File: config.mk
export PLATFORM = sky130hd
export DESIGN_NAME = alu_op_sequencer
export DESIGN_NICKNAME = d
export VERILOG_FILES = /design/src/rtl/alu_op_sequencer.sv
export SDC_FILE = /design/constraint.sdc
export NUM_CORES = 1
export LEC_CHECK = 0
export ABC_AREA = 1
export BUFFER_PORTS_ARGS = -buffer_cell sky130_fd_sc_hd__buf_4
export CAP_MARGIN = 20
export CORE_MARGIN = 1.5
export CORE_UTILIZATION = 38
export CTS_CLUSTER_DIAMETER = 100
export DETAILED_ROUTE_END_ITERATION = 12
export SLEW_MARGIN = 20
export SYNTH_ARGS = -nofsm -noshare
export SYNTH_HDL_FRONTEND = slang
export SYNTH_SLANG_ARGS = --single-unit
File: constraint.sdc
create_clock -name clk -period 3.6 [get_ports clk]
set_input_delay 0.18 -clock clk [delete_from_list [all_inputs] [get_ports clk]]
set_output_delay 0.18 -clock clk [all_outputs]
set_load 0.03 [all_outputs]
File: src/rtl/alu_op_sequencer.sv
// alu_op_sequencer: registered, flow-controlled driver for the 6-bit combinational ALU.
// Accepts one {f,x,n} operation plus two operands, drives the ALU from registers,
// waits SETTLE_CYCLES edges, captures the result and flags, and returns them over
// a valid/ready response channel.
//
// Ports:
//   clk, rst_n                     clock, asynchronous active-low reset
//   cmd_valid/cmd_ready            command handshake (cmd_ready = idle, combinational)
//   cmd_op, cmd_a, cmd_b           opcode {f,x,n} and operands
//   alu_in1, alu_in2, alu_f/x/n    registered drive to the ALU
//   alu_result, alu_co, alu_overf  ALU outputs sampled after the settle time
//   rsp_valid/rsp_ready            response handshake
//   rsp_result, rsp_op             captured result and the opcode that produced it
//   rsp_zero, rsp_neg              result == 0, result sign bit
//   rsp_carry, rsp_overf           captured carry/overflow, only for opcodes 110/111
//   busy                           not idle (combinational)
//   op_count                       completed responses, wrapping
module alu_op_sequencer #(
  parameter int unsigned WIDTH         = 6,
  parameter int unsigned SETTLE_CYCLES = 1,
  parameter int unsigned COUNT_W       = 8
) (
  input  logic               clk,
  input  logic               rst_n,
  input  logic               cmd_valid,
  output logic               cmd_ready,
  input  logic [2:0]         cmd_op,
  input  logic [WIDTH-1:0]   cmd_a,
  input  logic [WIDTH-1:0]   cmd_b,
  output logic [WIDTH-1:0]   alu_in1,
  output logic [WIDTH-1:0]   alu_in2,
  output logic               alu_f,
  output logic               alu_x,
  output logic               alu_n,
  input  logic [WIDTH-1:0]   alu_result,
  input  logic               alu_co,
  input  logic               alu_overf,
  output logic               rsp_valid,
  input  logic               rsp_ready,
  output logic [WIDTH-1:0]   rsp_result,
  output logic [2:0]         rsp_op,
  output logic               rsp_zero,
  output logic               rsp_neg,
  output logic               rsp_carry,
  output logic               rsp_overf,
  output logic               busy,
  output logic [COUNT_W-1:0] op_count
);

  localparam int unsigned SETTLE_W = 4;

  typedef enum logic [1:0] {
    IDLE   = 2'd0,
    SETTLE = 2'd1,
    RESP   = 2'd2
  } state_t;

  state_t               state, state_nxt;
  logic [SETTLE_W-1:0]  settle_cnt, settle_cnt_nxt;
  logic [WIDTH-1:0]     alu_in1_nxt, alu_in2_nxt;
  logic [2:0]           alu_op_nxt;
  logic                 rsp_valid_nxt;
  logic [WIDTH-1:0]     rsp_result_nxt;
  logic [2:0]           rsp_op_nxt;
  logic                 rsp_zero_nxt, rsp_neg_nxt, rsp_carry_nxt, rsp_overf_nxt;
  logic [COUNT_W-1:0]   op_count_nxt;
  logic                 flags_en;

  assign cmd_ready = (state == IDLE);
  assign busy      = (state != IDLE);

  // Carry/overflow are only meaningful for the arithmetic opcodes 110 and 111.
  assign flags_en = alu_f & alu_x;

  // Next-state and next-value logic for every register.
  always_comb begin
    state_nxt      = state;
    settle_cnt_nxt = settle_cnt;
    alu_in1_nxt    = alu_in1;
    alu_in2_nxt    = alu_in2;
    alu_op_nxt     = {alu_f, alu_x, alu_n};
    rsp_valid_nxt  = rsp_valid;
    rsp_result_nxt = rsp_result;
    rsp_op_nxt     = rsp_op;
    rsp_zero_nxt   = rsp_zero;
    rsp_neg_nxt    = rsp_neg;
    rsp_carry_nxt  = rsp_carry;
    rsp_overf_nxt  = rsp_overf;
    op_count_nxt   = op_count;

    case (state)
      IDLE: begin
        if (cmd_valid) begin
          alu_in1_nxt    = cmd_a;
          alu_in2_nxt    = cmd_b;
          alu_op_nxt     = cmd_op;
          settle_cnt_nxt = SETTLE_W'(SETTLE_CYCLES - 1);
          state_nxt      = SETTLE;
        end
      end
      SETTLE: begin
        if (settle_cnt == '0) begin
          // The drive registers still hold the accepted opcode, so they double as its latch.
          rsp_result_nxt = alu_result;
          rsp_op_nxt     = {alu_f, alu_x, alu_n};
          rsp_zero_nxt   = (alu_result == '0);
          rsp_neg_nxt    = alu_result[WIDTH-1];
          rsp_carry_nxt  = alu_co & flags_en;
          rsp_overf_nxt  = alu_overf & flags_en;
          rsp_valid_nxt  = 1'b1;
          state_nxt      = RESP;
        end else begin
          settle_cnt_nxt = settle_cnt - SETTLE_W'(1);
        end
      end
      RESP: begin
        if (rsp_ready) begin
          rsp_valid_nxt = 1'b0;
          op_count_nxt  = op_count + COUNT_W'(1);
          state_nxt     = IDLE;
        end
      end
      default: begin
        state_nxt = IDLE;
      end
    endcase
  end

  // State and output registers.
  always_ff @(posedge clk or negedge rst_n) begin
    if (!rst_n) begin
      state      <= IDLE;
      settle_cnt <= '0;
      alu_in1    <= '0;
      alu_in2    <= '0;
      alu_f      <= 1'b0;
      alu_x      <= 1'b0;
      alu_n      <= 1'b0;
      rsp_valid  <= 1'b0;
      rsp_result <= '0;
      rsp_op     <= '0;
      rsp_zero   <= 1'b0;
      rsp_neg    <= 1'b0;
      rsp_carry  <= 1'b0;
      rsp_overf  <= 1'b0;
      op_count   <= '0;
    end else begin
      state      <= state_nxt;
      settle_cnt <= settle_cnt_nxt;
      alu_in1    <= alu_in1_nxt;
      alu_in2    <= alu_in2_nxt;
      alu_f      <= alu_op_nxt[2];
      alu_x      <= alu_op_nxt[1];
      alu_n      <= alu_op_nxt[0];
      rsp_valid  <= rsp_valid_nxt;
      rsp_result <= rsp_result_nxt;
      rsp_op     <= rsp_op_nxt;
      rsp_zero   <= rsp_zero_nxt;
      rsp_neg    <= rsp_neg_nxt;
      rsp_carry  <= rsp_carry_nxt;
      rsp_overf  <= rsp_overf_nxt;
      op_count   <= op_count_nxt;
    end
  end

endmodule
==> flow_summary_export.csv <==
group,metric,value,unit
outcome,status,"completed",
power,p_sw_frac,0.4485,
clock_tree,clockBufferDepth,2,
synth,synth_edf_count,0,
clock_tree,clock_sinks,42,
clock_tree,cts_resized,0,
placement,io_buffers,65,
floorplan,die_h,72.88,µm
setup_path,worstPathRequired,3.42,ns
synth,yosys.area.top_type_share,0.5664,
clock_tree,insertion_delay,0.29,ns
setup_path,critPathSlowestCell,"dfrtp_1",
route,wl_per_cell,10.87,µm
clock_tree,cts_hold_buf,1,
synth,yosys_register_bits,42,
global_routing,grt_pass1_vias,1446,
clock_tree,numCtsBuffers,5,
synth,synth.distinct_cells,23,
setup_path,crit_family,"flip-flops",
placement,dp_hpwl,2.631,mm
synth,yosys_warnings,0,
placement,finalWeightedCongestion,0.8508,
synth,netlist_area,1856,µm²
clock_tree,cts_tree,"done",
power,clock_power_share,0.153,
route,avgViaCountPerCell,4.375,
setup_path,cp.depth,3,
setup_path,crit_start,"state[1]",
placement,dp.cells,332,
sta,setup_viol,0,
floorplan,fp-row-count,25,
power,p_sw,1.022,mW
setup_path,cp_num_buf_inv,2,
route,wl,3.705,mm
floorplan,die_x,72.88,µm
route,drt_drc_violations_left,0,
layout,fin_nets,303,
clock_tree,h-tree-depth,2,
sta,final_max_slew_viol_count,0,
power,combPwrFrac,0.494,
setup_path,cp.arrival,1.21,ns
power,leakage,1.306,nW
sta,final.setup.tns,0,ns
clock_tree,post_cts_buffers,0,
job,cap_violations,0,
floorplan,core,4723,µm²
power,ir_worst_vdd,0.5091,mV
layout,area_growth,34.19,%
layout,num-fill-cells,449,
synth,yosys_most_used_dff,"dfrtp_1",
setup_path,worstPathMaxFanout,5,
synth,synth_fp_nets,235,
power,p_per_area,915.0,nW/µm²
synth,synth_cells,205,
layout,drive_gt1_frac,0.3066,
global_routing,grt_start_max_net_pins,43,
setup_path,crit_chain,"nor2_2 > inv_1 > buf_4",
global_routing,grt_pass1_wl,6.348,mm
route,drtPass1Iterations,4,
clock_tree,cts-root-buf,"clkbuf_8",
sta,fin_crit_sh,0.3862,
power,p_int,1.256,mW
setup_path,cp-start-kind,"flip-flop",
setup_path,crit_type,"flip-flop to output port",
route,via_count,1492,
setup_path,max_stage_delay,0.48,ns
synth,synth_top_area_cell,"dfrtp_1",
sta,slew_headroom,0.6497,
global_routing,grt-ovfl-total,0,
clock_tree,cts.clk_slew.worst_paths,0.08,ns
power,share_seq_of_total_power,0.352,
layout,antenna_cells,0,
global_routing,antenna_found_initial,0,
min_path,hold_path_class,"primary input to flip-flop",
synth,yosys-top-cells-area,"dfrtp_1, nand2_1, o21ai_1",
route,drtIter0Drc,63,
synth,async_flop_share,1.000,
min_path,min_from,"cmd_a[4]",
sta,max_freq,0.7192,GHz
global_routing,grt_usage,0.1526,
sta,post-route-min-period,1.390,ns
sta,tightest_slew,0.5254,ns
sta,rsz0062_at_grt,"false",
floorplan,io_pins,66,
setup_path,reg2regPathDepth,5,
sta,hold_violations,0,
layout,final_cells,341,
route,antenna_left,0,
synth,synth_common_cells,"nand2_1, dfrtp_1, inv_1",
sta,hold-worst-slack,0.08247,ns
synth,ys_seq_area_frac,0.5664,
floorplan,start_util,0.3928,
setup_path,r2r-start,"settle_cnt[0]",
synth,avgSynthCellArea,9.051,µm²
synth,synth.most_common_cell,"nand2_1",
min_path,holdPathStages,3,
sta,worst_clock_skew,0.004110,ns
floorplan,die_area,5311,µm²
setup_path,cp-end-kind,"output port",
==> stage by stage <==
step,power [mW],util,cell area [µm²],setup slack (ns)
6_report,2.278,0.5272,2490,2.210
3_3_place_gp,1.943,0.5017,2370,2.324
5_1_grt,2.441,0.5272,2490,2.134
4_1_cts,2.312,0.5272,2490,2.190
2_1_floorplan,1.577,-,1856,2.211
3_5_place_dp,1.954,0.5017,2370,2.288
==> power groups by stage <==
stage | combinational [mW] | sequential, mW | clock (mW)
after floorplan | 0.461 | 1.12 | 0
after global placement | 1.13 | 0.810 | 0
after detailed placement | 1.15 | 0.809 | 0
after CTS | 1.15 | 0.804 | 0.361
after global routing | 1.23 | 0.828 | 0.382
final | 1.13 | 0.803 | 0.349
==> flip-flops by register name, indices dropped and copies added, names as in the netlist <==
| register | cells |
|---|---|
| settle_cnt | 4 |
| rsp_result | 6 |
| alu_f | 1 |
| rsp_carry | 1 |
| rsp_zero | 1 |
| rsp_overf | 1 |
| alu_in2 | 6 |
| state | 2 |
| rsp_op | 3 |
| alu_x | 1 |
| op_count | 8 |
| rsp_valid | 1 |
| alu_n | 1 |
| alu_in1 | 6 |
==> logic make-up after synthesis <==
family,count (synthesis),share of synthesized area
AOI/OAI and AO/OA,20,0.05394
adders and majority gates,3,0.02023
xor gates and xnor gates,4,0.01888
DFF,42,0.5664
and+or+nand+nor,110,0.2643
buffers and inverters,26,0.07619
==> worst reg2reg max path, stage by stage (launching register included) <==
cell and delay, ns:
dfrtp_1 0.40, inv_1 0.10, ha_1 0.22, nand3_4 0.25, nand2_1 0.14, o21ai_1 0.07
==> layout make-up <==
class,instances,area (µm²),area share
Sequential cell,42,1051,0.4221
Multi-Input combinational cell,137,663.1,0.2663
Timing Repair Buffer,66,498.0,0.2000
Clock buffer,8,110.1,0.04422
Inverter,21,83.83,0.03367
Tap cell,67,83.83,0.03367
==> cells in the final DEF, fill, tap and decap left out <==
master         instances
buf_4                 65
clkbuf_8               8
dfrtp_1               42
dlygate4sd3_1          1
ha_1                   3
inv_1                 18
inv_2                  2
inv_6                  1
nand2_1               76
nand2_2                1
nand2_4                1
nand3_1               12
nand3_4                2
nand4_1                2
nor2_1                11
nor2_2                 2
nor2_4                 1
nor3_1                 1
nor3_2                 1
o21ai_0                5
o21ai_1               15
xnor2_1                2
xor2_1                 2
==> worst paths after layout <==
check	end	slack (ns)
worst max register to register	rsp_op[1]	2.30
worst min-delay path	alu_in1[4]	0.08
worst max-delay path	busy	2.21
worst min register to register	alu_in2[5]	0.48
min in group asynchronous	rsp_result[1]	0.41
max in group asynchronous	alu_in1[0]	2.83
==> routing by layer <==
layer,global-route usage,part of all wire,vias up
met2,0.2426,0.46,37
met4,0.05031,0.011,0
met3,0.03729,0.048,4
met1,0.2050,0.48,676
met5,0,0,-
li1,-,-,775
(Power assumes the default switching activity.)
